$ cat src/rtl/adat_pkg.sv
// Shared constants, state encodings and helpers for the ADAT frame-lock supervisor.
package adat_pkg;

    localparam int unsigned ADAT_FRAME_BITS     = 256;
    localparam int unsigned ADAT_LOCK_FRAMES    = 4;
    localparam int unsigned ADAT_UNLOCK_FRAMES  = 3;
    localparam int unsigned ADAT_VALID_TIMEOUT  = 64;
    localparam int unsigned ADAT_RESYNC_HOLDOFF = 16;

    localparam int unsigned IDX_W = 8;
    localparam int unsigned ERR_W = 16;
    localparam int unsigned ST_W  = 3;

    localparam logic [ST_W-1:0] ST_IDLE     = 3'd0;
    localparam logic [ST_W-1:0] ST_SEARCH   = 3'd1;
    localparam logic [ST_W-1:0] ST_VERIFY   = 3'd2;
    localparam logic [ST_W-1:0] ST_LOCKED   = 3'd3;
    localparam logic [ST_W-1:0] ST_HOLDOVER = 3'd4;

    // Lock is reported in both the locked and the holdover state.
    function automatic logic state_is_locked(input logic [ST_W-1:0] st);
        return (st == ST_LOCKED) || (st == ST_HOLDOVER);
    endfunction

endpackage

$ cat src/rtl/adat_sat_counter.sv
// Saturating up-counter with synchronous clear; clear has priority over increment.
module adat_sat_counter #(
    parameter int unsigned WIDTH = 16
) (
    input  logic             clk_i,
    input  logic             rst_i,
    input  logic             inc_i,
    input  logic             clear_i,
    output logic [WIDTH-1:0] count_o
);

    // Count up on inc_i, stick at all-ones, clear to zero on clear_i.
    always_ff @(posedge clk_i or posedge rst_i) begin
        if (rst_i) begin
            count_o <= '0;
        end else if (clear_i) begin
            count_o <= '0;
        end else if (inc_i && (count_o != '1)) begin
            count_o <= count_o + WIDTH'(1);
        end
    end

endmodule

$ cat src/rtl/adat_frame_lock_controller.sv
// Supervises the ADAT NRZI decoder: checks sync spacing, declares and drops frame lock
// with hysteresis, requests decoder resync on loss of lock and supplies bit timing.
module adat_frame_lock_controller
    import adat_pkg::*;
#(
    parameter int unsigned FRAME_BITS     = ADAT_FRAME_BITS,
    parameter int unsigned LOCK_FRAMES    = ADAT_LOCK_FRAMES,
    parameter int unsigned UNLOCK_FRAMES  = ADAT_UNLOCK_FRAMES,
    parameter int unsigned VALID_TIMEOUT  = ADAT_VALID_TIMEOUT,
    parameter int unsigned RESYNC_HOLDOFF = ADAT_RESYNC_HOLDOFF
) (
    input  logic             clk_i,
    input  logic             rst_i,
    input  logic             enable_i,
    input  logic             clear_i,
    input  logic             data_i,
    input  logic             valid_i,
    input  logic             sync_i,
    output logic             resync_o,
    output logic             lock_o,
    output logic             frame_start_o,
    output logic [IDX_W-1:0] bit_index_o,
    output logic             bit_o,
    output logic             bit_valid_o,
    output logic [ERR_W-1:0] error_count_o,
    output logic [ST_W-1:0]  state_o
);

    localparam int unsigned RUN_W = $clog2(LOCK_FRAMES + 1);
    localparam int unsigned BAD_W = $clog2(UNLOCK_FRAMES + 1);
    localparam int unsigned TO_W  = $clog2(VALID_TIMEOUT + 1);
    localparam int unsigned HO_W  = $clog2(RESYNC_HOLDOFF + 1);

    logic [ST_W-1:0]  state_q,       state_d;
    logic [IDX_W-1:0] bit_cnt_q,     bit_cnt_d;
    logic [RUN_W-1:0] good_run_q,    good_run_d;
    logic [BAD_W-1:0] bad_run_q,     bad_run_d;
    logic [TO_W-1:0]  to_cnt_q,      to_cnt_d;
    logic [HO_W-1:0]  holdoff_q,     holdoff_d;
    logic             resync_q,      resync_d;
    logic             lock_q,        lock_d;
    logic             frame_start_q, frame_start_d;
    logic             bit_q,         bit_d;
    logic             bit_valid_q,   bit_valid_d;

    logic             accept;
    logic             at_end;
    logic             good_frame;
    logic             bad_frame;
    logic             err_inc;

    // Next-state and next-output logic for the lock FSM and its counters.
    always_comb begin
        state_d    = state_q;
        bit_cnt_d  = bit_cnt_q;
        good_run_d = good_run_q;
        bad_run_d  = bad_run_q;
        to_cnt_d   = to_cnt_q;
        holdoff_d  = holdoff_q;
        resync_d   = 1'b0;
        bit_d      = bit_q;
        accept     = 1'b0;
        err_inc    = 1'b0;

        at_end     = (bit_cnt_q == IDX_W'(FRAME_BITS - 1));
        good_frame = valid_i & sync_i & at_end;
        // Sync off the expected slot, or the expected slot passing without a sync.
        bad_frame  = valid_i & (sync_i ^ at_end);

        if (!enable_i || (state_q == ST_IDLE)) begin
            state_d    = enable_i ? ST_SEARCH : ST_IDLE;
            bit_cnt_d  = '0;
            good_run_d = '0;
            bad_run_d  = '0;
            to_cnt_d   = '0;
            holdoff_d  = '0;
            bit_d      = 1'b0;
        end else if (holdoff_q != '0) begin
            holdoff_d  = holdoff_q - HO_W'(1);
            bit_cnt_d  = '0;
            good_run_d = '0;
            bad_run_d  = '0;
            to_cnt_d   = '0;
            bit_d      = 1'b0;
        end else if (!valid_i) begin
            if (to_cnt_q == TO_W'(VALID_TIMEOUT - 1)) begin
                state_d    = ST_SEARCH;
                resync_d   = 1'b1;
                holdoff_d  = HO_W'(RESYNC_HOLDOFF);
                bit_cnt_d  = '0;
                good_run_d = '0;
                bad_run_d  = '0;
                to_cnt_d   = '0;
                bit_d      = 1'b0;
                err_inc    = lock_q;
            end else begin
                to_cnt_d = to_cnt_q + TO_W'(1);
            end
        end else begin
            accept    = 1'b1;
            to_cnt_d  = '0;
            bit_d     = data_i;
            bit_cnt_d = (sync_i || at_end) ? '0 : bit_cnt_q + IDX_W'(1);
            case (state_q)
                ST_SEARCH: begin
                    if (sync_i) begin
                        state_d    = ST_VERIFY;
                        good_run_d = '0;
                    end
                end
                ST_VERIFY: begin
                    if (good_frame) begin
                        if (good_run_q == RUN_W'(LOCK_FRAMES - 1)) begin
                            state_d    = ST_LOCKED;
                            good_run_d = '0;
                        end else begin
                            good_run_d = good_run_q + RUN_W'(1);
                        end
                    end else if (bad_frame) begin
                        good_run_d = '0;
                        err_inc    = 1'b1;
                    end
                end
                ST_LOCKED: begin
                    if (bad_frame) begin
                        state_d   = ST_HOLDOVER;
                        bad_run_d = BAD_W'(1);
                        err_inc   = 1'b1;
                    end
                end
                ST_HOLDOVER: begin
                    if (good_frame) begin
                        state_d   = ST_LOCKED;
                        bad_run_d = '0;
                    end else if (bad_frame) begin
                        err_inc = 1'b1;
                        if (bad_run_q == BAD_W'(UNLOCK_FRAMES - 1)) begin
                            state_d    = ST_SEARCH;
                            resync_d   = 1'b1;
                            holdoff_d  = HO_W'(RESYNC_HOLDOFF);
                            bit_cnt_d  = '0;
                            good_run_d = '0;
                            bad_run_d  = '0;
                        end else begin
                            bad_run_d = bad_run_q + BAD_W'(1);
                        end
                    end
                end
                default: begin
                    state_d = ST_IDLE;
                end
            endcase
        end

        lock_d        = state_is_locked(state_d);
        frame_start_d = accept & sync_i & lock_d;
        bit_valid_d   = accept & lock_d;
    end

    // State, counter and output registers.
    always_ff @(posedge clk_i or posedge rst_i) begin
        if (rst_i) begin
            state_q       <= ST_IDLE;
            bit_cnt_q     <= '0;
            good_run_q    <= '0;
            bad_run_q     <= '0;
            to_cnt_q      <= '0;
            holdoff_q     <= '0;
            resync_q      <= 1'b0;
            lock_q        <= 1'b0;
            frame_start_q <= 1'b0;
            bit_q         <= 1'b0;
            bit_valid_q   <= 1'b0;
        end else begin
            state_q       <= state_d;
            bit_cnt_q     <= bit_cnt_d;
            good_run_q    <= good_run_d;
            bad_run_q     <= bad_run_d;
            to_cnt_q      <= to_cnt_d;
            holdoff_q     <= holdoff_d;
            resync_q      <= resync_d;
            lock_q        <= lock_d;
            frame_start_q <= frame_start_d;
            bit_q         <= bit_d;
            bit_valid_q   <= bit_valid_d;
        end
    end

    adat_sat_counter #(
        .WIDTH (ERR_W)
    ) u_err_cnt (
        .clk_i   (clk_i),
        .rst_i   (rst_i),
        .inc_i   (err_inc),
        .clear_i (clear_i),
        .count_o (error_count_o)
    );

    assign state_o       = state_q;
    assign bit_index_o   = bit_cnt_q;
    assign resync_o      = resync_q;
    assign lock_o        = lock_q;
    assign frame_start_o = frame_start_q;
    assign bit_o         = bit_q;
    assign bit_valid_o   = bit_valid_q;

endmodule

$ cat config.mk
export PLATFORM = sky130hd
export DESIGN_NAME = adat_frame_lock_controller
export DESIGN_NICKNAME = d
export VERILOG_FILES = /design/src/rtl/adat_pkg.sv /design/src/rtl/adat_sat_counter.sv /design/src/rtl/adat_frame_lock_controller.sv
export SDC_FILE = /design/constraint.sdc
export NUM_CORES = 1
export LEC_CHECK = 0
export ABC_AREA = 1
export CORE_MARGIN = 2
export CORE_UTILIZATION = 35
export DETAILED_ROUTE_END_ITERATION = 7
export PLACE_DENSITY = 0.54
export SLEW_MARGIN = 20
export SYNTH_ARGS = -nofsm -noshare
export SYNTH_HDL_FRONTEND = slang
export SYNTH_SLANG_ARGS = --single-unit
$ cat constraint.sdc
create_clock -name clk_i -period 3.2 [get_ports clk_i]
set_input_delay 0.64 -clock clk_i [delete_from_list [all_inputs] [get_ports clk_i]]
set_output_delay 0.64 -clock clk_i [all_outputs]
set_load 0.02 [all_outputs]
==> results.md, run 1 <==
- Sw Share: around two fifths
- Synthesis Warnings: 0
- Gate Count Post-Synth: 400
- Layout filler cell count: approximately 840
- DRC violations left: 0
- GRT busiest layer: met2
- Hpwl dp: ~5.3 mm
- DR iter-0 viols: between 100 and 150
- Synth Cell Area: around 2900 sq um
- Pre-CTS WS: around 0.4 ns
- Min-Delay Endpoint: to_cnt_q[0]
- Pre-Repair DR Iteration Count: 5
- PD cells: roughly 480 nW/um^2
- Final slew viol count: 0
- Top cell type by total area after synthesis: dfrtp_1
- Synthesized Nets: roughly 410
- Launching element type of the critical path: register
- WL/cell: ~13 um
- Setup ws final: 0.591 ns
- Die area: between 9000 and 10000 sq um
- First-pass GRT wire length: around 12 mm
- VDD IR max: a little under 0.3 mV
- RSZ-0062 raised after global routing: no
- CTS Sinks: 49
- Vias per cell: ~4.8
- H-tree levels: 2
- WP data required: roughly 3.4 ns
- Total negative slack: 0 ns
- Vert. Die Dim: around 95 um
- Root buf cell: clkbuf_8
- Worst Setup End Kind: register
- Met3 Resource Use GR: approximately 2.6%
- FP Rows: 33
- Worst reg2reg path depth: 14
- Die W: 95.4 um
- I/O Buffers: 38
- Ys async rst share: between 90% and 100%
- # IOs: 39
- R2r startpoint: bit_index_o[0]
- Worst Path Max Fanout: 5
- Cell with the most instances after synthesis: nand2_1
- Routed Antenna Nets: 0
- Fmax: 383 MHz
- Worst Clk Skew: between 0.015 and 0.02 ns
- RR Endpoint: holdoff_q[4]
- Post-synth cell types: 34
- Met2 usage in global routing: 27.1%
- # diodes: 0
- NumNets Final: between 400 and 500
- Combinational Power Share: 33.6%
- Synth Flop Type: dfrtp_1
- Worst slew pin tran: approximately 0.49 ns
- Register share of total power: a little over two fifths
- Lkg Pwr: between 1.5 and 2 nW
- Core Footprint: around 8200 sq um
- Clock power frac: 23.8%
- Syn Area/Cell: 7.31 sq um
- CTS buffer count: 5
- Setup Viol. Count Final: 0
- Share of the synthesized area in the top cell type: about two fifths
- Clock latency on the worst-skew pair: around 0.32 ns
- Total of cells resized after clock tree synthesis: 0
- TritonCTS clock tree: built
- RePlAce Congestion: around 0.9
- Pint: 1.03 mW
- Placed insts: about 540
- Clock slew at reported path FFs: 0.11 ns
- Gr usage total: ~17%
- Synth-to-Final Area Change: 20.7%
- EDFF count, synth: 0
- Largest net degree at the start of global routing: 20
- Synth top cells by count: 108 x nand2_1, 57 x nor2_1, 51 x inv_1
- Via count: around 2600
- CP arrival: 2.80 ns
- Tmin final: 2.61 ns
- Max-cap violations: 0
- Worst Hold Launch: to_cnt_q[0]
- Vias in the first global route: 2431
- Routed WL: ~7.0 mm
- Post-synthesis sequential area ratio: about two fifths
- Antenna violations before repair: 0
- Hold buffers post-CTS: 0
- Fin crit share: roughly four fifths
- Status: finished, final reports clean
- Net load switching power: approximately 0.67 mW
- Main area contributors after synthesis: dfrtp_1 42%, nand2_1 14%, nor2_1 7.3%
- Non-Filler Instances: between 500 and 600
- GR Util met1: a little under a quarter
- Setup CP Type: reg2reg
- Hold Path Stages: 1
- Max-Slew Margin vs Limit: 67.4%
- Grt total ovfl: 0
- Initial core utilization: 35.8%
- Final Hold Viols: 0
- Post-CTS Setup Bufs: 0
- Worst hold path class: reg2reg
- CTS Buffer Depth: 2
- #FFs+latches synth: between 40 and 50
- Flop-to-flop setup slack: a little under 0.6 ns
- Share of layout cells above drive strength 1: 6.74%
==> metal layers <==
metal / vias to the layer above / part of all wire (%) / wire (um)
met5: - / 0 / 0
met4: 0 / 1.1 / 74
met3: 6 / 4.7 / 332
met2: 67 / 45 / 3170
met1: 1205 / 49 / 3470
li1: 1367 / - / -
==> registers in the layout (all words and copies together) (netlist names) <==
register           flops
bad_run_q              2
to_cnt_q               7
bit_index_o            8
bit_valid_o            1
bit_o                  1
state_o                3
good_run_q             3
frame_start_o          1
u_err_cnt.count_o     16
resync_o               1
holdoff_q              5
lock_o                 1
==> power groups by stage <==
stage | logic, mW | clock network (mW) | registers, mW
floorplan | 0.394 | 0 | 0.752
global placement | 0.567 | 0 | 0.732
detailed placement | 0.570 | 0 | 0.733
CTS | 0.573 | 0.419 | 0.722
global route | 0.637 | 0.439 | 0.732
finish | 0.568 | 0.403 | 0.721
==> through the flow <==
| step | hold slack [ns] | power, mW | cell area (sq um) | utilization, % |
|---|---|---|---|---|
| 6_report | 0.467 | 1.69 | 3530 | 43.1 |
| 3_5_place_dp | 0.454 | 1.30 | 3430 | 42.0 |
| 4_1_cts | 0.470 | 1.71 | 3530 | 43.1 |
| 3_3_place_gp | 0.448 | 1.30 | 3430 | 42.0 |
| 2_1_floorplan | 0.431 | 1.15 | 2920 | - |
| 5_1_grt | 0.511 | 1.81 | 3530 | 43.1 |
==> critical path, cell delays in order (launching register included) <==
cell	delay, ns
dfrtp_1	0.42
ha_1	0.19
nand2_1	0.08
nor2_2	0.24
nand2_1	0.11
ha_1	0.33
nand2_1	0.10
nor2_1	0.18
nand2_1	0.09
nand2_1	0.09
nand2_1	0.08
a21oi_1	0.23
inv_1	0.11
o21ai_0	0.14
o21ai_0	0.09
==> kinds of logic after synthesis <==
kind of cell	share of synthesized area (%)
adders and majority gates	2.57
and+or+nand+nor	33.6
AOI/OAI and AO/OA	9.59
DFF	42.0
xor gates and xnor gates	4.19
buffers and inverters	8.13
==> cell usage in the layout (no fill, tap or decap), types with 5 or more instances in the layout <==
cell type / instances
nor3_1: 7
nand3_1: 26
nor2_1: 57
nand2_1: 108
xor2_1: 10
nand4_1: 7
a21oi_1: 20
inv_1: 50
clkdlybuf4s50_1: 38
ha_1: 6
o21ai_0: 24
clkbuf_8: 5
dfrtp_1: 49
inv_2: 5
==> final cells by class <==
class | instances | area [sq um] | area share (%)
Clock buffer | 5 | 68.8 | 1.95
Tap cell | 105 | 131 | 3.72
Clock inverter | 3 | 25.0 | 0.709
Timing Repair Buffer | 42 | 410 | 11.6
Multi-Input combinational cell | 291 | 1460 | 41.4
Inverter | 55 | 206 | 5.85
Sequential cell | 49 | 1230 | 34.8
==> worst max-delay path by stage <==
stage                    from       endpoint  slack [ns]
6_report       bit_index_o[0]   holdoff_q[4]        0.59
5_1_grt        bit_index_o[0]   holdoff_q[4]        0.28
4_1_cts        bit_index_o[0]   holdoff_q[4]        0.59
3_5_place_dp           sync_i   holdoff_q[4]        0.40
3_3_place_gp           sync_i  frame_start_o        0.43
2_1_floorplan  bit_index_o[0]   holdoff_q[4]        0.86
Note: power is estimated with default switching activity, not from simulation.
==> run 2, diff against run 1 <==
Clock period 3.2 ns to 2.5 ns, I/O delays scaled along.
==> run 2 against run 1 <==
  * Combinational power is 45% higher
  * Design area up 4.3%
  * Critical endpoint is now bit_index_o[5]
  * Highest routed layer unchanged
  * Clock skew shrank 0.0071 ns
  * Fmax is 14% higher
  * Count of clock-buffer cells in the layout stayed put
  * Largest power group unchanged
  * Critical path type unchanged
  * Via count is 2.1% higher
  * Critical path depth up 1
  * Die area stayed put
==> results.md, run 2 (same netlist as run 1, synthesis figures left out) <==
- PD cells: 625 nW/um^2 (was 480 nW/um^2)
- Max-cap violations: 0 (unchanged)
- Clock slew at reported path FFs: 0.09 ns (was 0.11 ns)
- Worst Setup End Kind: register (unchanged)
- Die W: 95.4 um (unchanged)
- Max FFs per register: 16 (unchanged)
- TritonCTS clock tree: built (unchanged)
- Hpwl dp: 5.40 mm (was 5.32 mm)
- WP data required: 2.68 ns (was 3.39 ns)
- Die area: 9100 sq um (unchanged)
- Routed Antenna Nets: 0 (unchanged)
- Synth-to-Final Area Change: 25.9% (was 20.7%)
- Flop-to-flop setup slack: 0.21 ns (was 0.59 ns)
- Clock latency on the worst-skew pair: 0.30 ns (was 0.32 ns)
- CTS Sinks: 49 (unchanged)
- NumNets Final: 474 (was 457)
- Max-Slew Margin vs Limit: 65.1% (was 67.4%)
- Setup Viol. Count Final: 0 (unchanged)
- Placed insts: 557 (was 542)
- Share of layout cells above drive strength 1: 11.1% (was 6.74%)
- Power Total: 2.30 mW (was 1.69 mW)
- DR iter-0 viols: 89 (was 148)
- Final Hold Viols: 0 (unchanged)
- Lkg Pwr: 1.77 nW (was 1.68 nW)
- Antenna violations before repair: 0 (unchanged)
- Worst slew pin tran: 0.523 ns (was 0.487 ns)
- Commonest non-fill, non-tap cells in the layout: 106 x nand2_1, 56 x nor2_1, 50 x inv_1 (was 108 x nand2_1, 57 x nor2_1, 50 x inv_1)
- Status: finished, final reports clean (unchanged)
- Hold buffers post-CTS: 0 (unchanged)
- Initial core utilization: 35.8% (unchanged)
- Tmin final: 2.29 ns (was 2.61 ns)
- Routed WL: 7.03 mm (was 7.05 mm)
- Pre-Repair DR Iteration Count: 5 (unchanged)
- Core Footprint: 8180 sq um (unchanged)
- # diodes: 0 (unchanged)
- Most flops, register: u_err_cnt.count_o (unchanged)
- # IOs: 39 (unchanged)
- Vias in the first global route: 2674 (was 2431)
- WHS: 0.476 ns (was 0.467 ns)
- CTS buffer count: 5 (unchanged)
- Root buf cell: clkbuf_8 (unchanged)
- Launching element type of the critical path: register (unchanged)
- Worst Path Max Fanout: 5 (unchanged)
- Vias per cell: 4.77 (was 4.81)
- RSZ-0062 raised after global routing: no (unchanged)
- First-pass GRT wire length: 12.1 mm (was 12.0 mm)
- Fmax: 436 MHz (was 383 MHz)
- WL/cell: 12.4 um (was 12.8 um)
- CP arrival: 2.48 ns (was 2.80 ns)
- FP Rows: 33 (unchanged)
- Setup CP Type: reg2reg (unchanged)
- I/O Buffers: 38 (unchanged)
- VDD IR max: 0.373 mV (was 0.290 mV)
- RePlAce Congestion: 0.850 (was 0.886)
- Grt total ovfl: 0 (unchanged)
- Largest net degree at the start of global routing: 25 (was 20)
- Final slew viol count: 0 (unchanged)
- Vert. Die Dim: 95.4 um (unchanged)
- Fin crit share: 91.8% (was 81.5%)
- H-tree levels: 2 (unchanged)
- Gr usage total: 17.1% (was 16.8%)
- Worst Clk Skew: 0.0116 ns (was 0.0187 ns)
- Non-Filler Instances: 566 (was 550)
- Worst hold path class: reg2reg (unchanged)
- DRC violations left: 0 (unchanged)
- Most common cell after layout, fill and taps aside: nand2_1 (unchanged)
- CTS Buffer Depth: 2 (unchanged)
- Via count: 2701 (was 2645)
[run 2: cell count changes in the layout (fill, tap and decap cells not counted), sizes merged]
cell | previous run | this run
clkinv | 0 | 1
clkinvlp | 1 | 0
inv | 57 | 55
buf | 4 | 21
bufinv | 0 | 1
[run 2: stage by stage]
| step | setup WS [ns] | TNS, ns | utilization [%] | area, sq um |
|---|---|---|---|---|
| global placement | -0.00508 | -0.00508 | 43.4 | 3550 |
| floorplan | 0.162 | 0 | - | 2920 |
| global route | 0.0150 | 0 | 45.0 | 3680 |
| finish | 0.206 | 0 | 45.0 | 3680 |
| detailed placement | -0.0362 | -0.0395 | 43.4 | 3550 |
| CTS | 0.106 | 0 | 44.6 | 3650 |
[run 2: what timing repair did]
action	4_1_cts	5_1_grt
setup buffers	0	2
gates resized for setup	0	6
setup endpoints to repair	0	14
[run 2: worst max-delay path, cell delays in order, from the launching register on]
cell	delay, ns
dfrtp_1	0.40
ha_1	0.18
nand2_1	0.09
nor2_2	0.14
nand2_1	0.09
ha_1	0.31
nand2_1	0.10
nor2_2	0.16
nand2_1	0.08
nand2_1	0.06
nand2_1	0.08
buf_4	0.14
nand3_2	0.09
inv_1	0.09
o21ai_0	0.08
a21oi_1	0.08
[run 2: path summary, 6_finish.rpt]
| kind | startpoint | end | cells after the start |
|---|---|---|---|
| max | bit_index_o[0] | bit_index_o[5] | 15 |
| min | to_cnt_q[0] | to_cnt_q[0] | 1 |
| max reg2reg | bit_index_o[0] | bit_index_o[5] | 15 |
| min reg2reg | to_cnt_q[0] | to_cnt_q[0] | 1 |
| max in group asynchronous | rst_i | state_o[2] | 3 |
| min in group asynchronous | rst_i | bit_index_o[1] | 2 |
[run 2: power by group]
group	switching (mW)	internal [mW]
clock network	0.266	0.291
registers	0.0563	0.864
logic	0.505	0.317
[run 2: area by class of cell]
| type | count | area, sq um |
|---|---|---|
| fillers | 841 | 4500 |
| multi-input cells | 291 | 1470 |
| flip-flops and latches | 49 | 1230 |
| repair buffers | 59 | 538 |
| inverters | 55 | 206 |
| well taps | 105 | 131 |
| clock buffers | 5 | 68.8 |
| clock inverters | 2 | 35.0 |
[run 2: per-layer routing]
metal	wire (um)	up-vias	share of wire, %	GRT usage (%)
li1	-	1391	-	-
met1	3270	1249	47	21.6
met2	3400	57	48	29.5
met3	293	4	4.2	3.95
met4	61	0	0.87	4.52
met5	0	-	0	0
==> run 3, diff against run 2 <==
Settings changed: CORE_UTILIZATION 35 to 55, PLACE_DENSITY 0.54 to 0.79.
==> run 3 against run 2 <==
  * First-iteration DRC count increased by 130%
  * Highest routed layer unchanged
  * Worst setup slack got worse by 0.0059 ns
  * Clock skew decreased by 0.0058 ns
  * Critical path type unchanged
  * Combinational power decreased by 6.3%
  * Hold slack got worse by 0.012 ns
  * Design area decreased by 2.6%
  * Register-to-register slack about the same
  * Largest power group unchanged
  * Largest cell class unchanged
  * Core utilization increased by 25 points
  * Total power decreased by 5.0%
==> results.md, run 3 (same netlist as run 1, synthesis figures left out) <==
- Status: finished, final reports clean (unchanged)
- Grt total ovfl: 0 (unchanged)
- Root buf cell: clkbuf_8 (unchanged)
- Pint: 1.34 mW (was 1.47 mW)
- CTS buffer count: 5 (unchanged)
- Setup Viol. Count Final: 0 (unchanged)
- CTS Sinks: 49 (unchanged)
- Most common cell after layout, fill and taps aside: nand2_1 (unchanged)
- Synth-to-Final Area Change: 22.6% (was 25.9%)
- CP arrival: 2.50 ns (was 2.48 ns)
- CTS Buffer Depth: 2 (unchanged)
- WL/cell: 12.7 um (was 12.4 um)
- NumNets Final: 468 (was 474)
- Placed insts: 517 (was 557)
- Worst Path Max Fanout: 4 (was 5)
- Vert. Die Dim: 76.9 um (was 95.4 um)
- GR Util met1: 34.2% (was 21.6%)
- Antenna violations before repair: 0 (unchanged)
- Final Hold Viols: 0 (unchanged)
- Final Util: 70.2% (was 45.0%)
- Commonest non-fill, non-tap cells in the layout: 107 x nand2_1, 56 x nor2_1, 50 x inv_1 (was 106 x nand2_1, 56 x nor2_1, 50 x inv_1)
- PD cells: 610 nW/um^2 (was 625 nW/um^2)
- H-tree levels: 2 (unchanged)
- Tmin final: 2.30 ns (was 2.29 ns)
- VDD IR max: 0.751 mV (was 0.373 mV)
- I/O Buffers: 38 (unchanged)
- Worst hold path class: reg2reg (unchanged)
- Worst Clk Skew: 0.00572 ns (was 0.0116 ns)
- Worst slew pin tran: 0.504 ns (was 0.523 ns)
- Max FFs per register: 16 (unchanged)
- WHS: 0.464 ns (was 0.476 ns)
- Pre-Repair DR Iteration Count: 4 (was 5)
- TritonCTS clock tree: built (unchanged)
- RePlAce Congestion: 1.00 (was 0.850)
- Met2 usage in global routing: 40.2% (was 29.5%)
- Die area: 5910 sq um (was 9100 sq um)
- Via count: 2734 (was 2701)
- Share of layout cells above drive strength 1: 9.87% (was 11.1%)
- Setup CP Type: reg2reg (unchanged)
- Fin crit share: 92.0% (was 91.8%)
- FP Rows: 26 (was 33)
- Met3 Resource Use GR: 4.35% (was 3.95%)
- Max-cap violations: 0 (unchanged)
- Max-Slew Margin vs Limit: 66.4% (was 65.1%)
- Sw Share: 38.8% (was 36.0%)
- Initial core utilization: 57.2% (was 35.8%)
- Lkg Pwr: 1.75 nW (was 1.77 nW)
- Worst Setup End Kind: register (unchanged)
- Net load switching power: 0.847 mW (was 0.828 mW)
- Non-Filler Instances: 526 (was 566)
- Most flops, register: u_err_cnt.count_o (unchanged)
- Vias per cell: 5.20 (was 4.77)
- # diodes: 0 (unchanged)
- First-pass GRT wire length: 11.9 mm (was 12.1 mm)
- Launching element type of the critical path: register (unchanged)
- DR iter-0 viols: 205 (was 89)
- DRC violations left: 0 (unchanged)
- Clock power frac: 22.6% (was 24.2%)
- Routed Antenna Nets: 0 (unchanged)
- Largest net degree at the start of global routing: 26 (was 25)
- Clock slew at reported path FFs: 0.10 ns (was 0.09 ns)
- # IOs: 39 (unchanged)
- Fmax: 435 MHz (was 436 MHz)
- Gr usage total: 25.0% (was 17.1%)
- Final slew viol count: 0 (unchanged)
- Die W: 76.9 um (was 95.4 um)
- WP data required: 2.70 ns (was 2.68 ns)
- RSZ-0062 raised after global routing: yes (was no)
- Core Footprint: 5110 sq um (was 8180 sq um)
- Clock latency on the worst-skew pair: 0.31 ns (was 0.30 ns)
- Hpwl dp: 5.17 mm (was 5.40 mm)
- Vias in the first global route: 2573 (was 2674)
- GRT busiest layer: met2 (unchanged)
- Combinational Power Share: 35.2% (was 35.8%)
- Register share of total power: 42.1% (was 40.0%)
- Routed WL: 6.70 mm (was 7.03 mm)
==> run 3: final timing paths <==
check                                    start                   end  slack, ns  depth (start not counted)
min in group asynchronous                rst_i        bit_index_o[1]       0.53                          2
worst min-delay path               to_cnt_q[0]           to_cnt_q[0]       0.46                          1
worst max-delay path            bit_index_o[1]          holdoff_q[4]       0.20                         14
worst min register to register     to_cnt_q[0]           to_cnt_q[0]       0.46                          1
worst max register to register  bit_index_o[1]          holdoff_q[4]       0.20                         14
max in group asynchronous                rst_i  u_err_cnt.count_o[8]       1.38                          3
==> run 3: final cells by class <==
cell class,instances,area [sq um]
multi-input cells,291,1480
clock buffers,5,68.8
fillers,432,1520
clock inverters,3,25.0
well taps,70,87.6
inverters,55,206
repair buffers,53,493
flip-flops and latches,49,1230
==> run 3: critical path, cell delays in order (launching register included) <==
cell	delay (ns)
dfrtp_1	0.41
ha_1	0.19
nand2_1	0.09
nor2_2	0.13
nand2_1	0.08
ha_1	0.31
nand2_1	0.10
nor2_2	0.14
nand2_1	0.08
nand2_1	0.06
nand2_1	0.09
a21oi_2	0.19
inv_1	0.10
o21ai_0	0.13
o21ai_0	0.09
==> run 3: power groups by stage <==
stage               clock [mW]  combinational [mW]  sequential [mW]
floorplan                    0               0.504            0.962
global placement             0               0.725            0.933
detailed placement           0               0.743            0.938
CTS                      0.507               0.750            0.923
global route             0.546               0.857            0.930
finish                   0.494               0.770            0.920
==> run 3: metrics by stage <==
stage	total power [mW]	instance area (sq um)	setup TNS, ns	setup WS (ns)
final	2.18	3580	0	0.200
after global routing	2.33	3580	-0.0578	-0.0362
after CTS	2.18	3560	0	0.103
after detailed placement	1.68	3460	0	0.0431
after global placement	1.66	3460	0	0.112
after floorplan	1.47	2920	0	0.162
==> run 3: per-layer routing <==
layer	vias to the layer above	routed length, um
li1	1392	-
met2	74	3210
met4	0	124
met1	1255	3020
met5	-	0
met3	13	347
==> run 3: what timing repair did <==
action / 4_1_cts / 5_1_grt
setup buffers: 0 / 1
hold buffers: 0 / 0
endpoints found under the setup margin: 0 / 15
gates resized for setup: 0 / 5
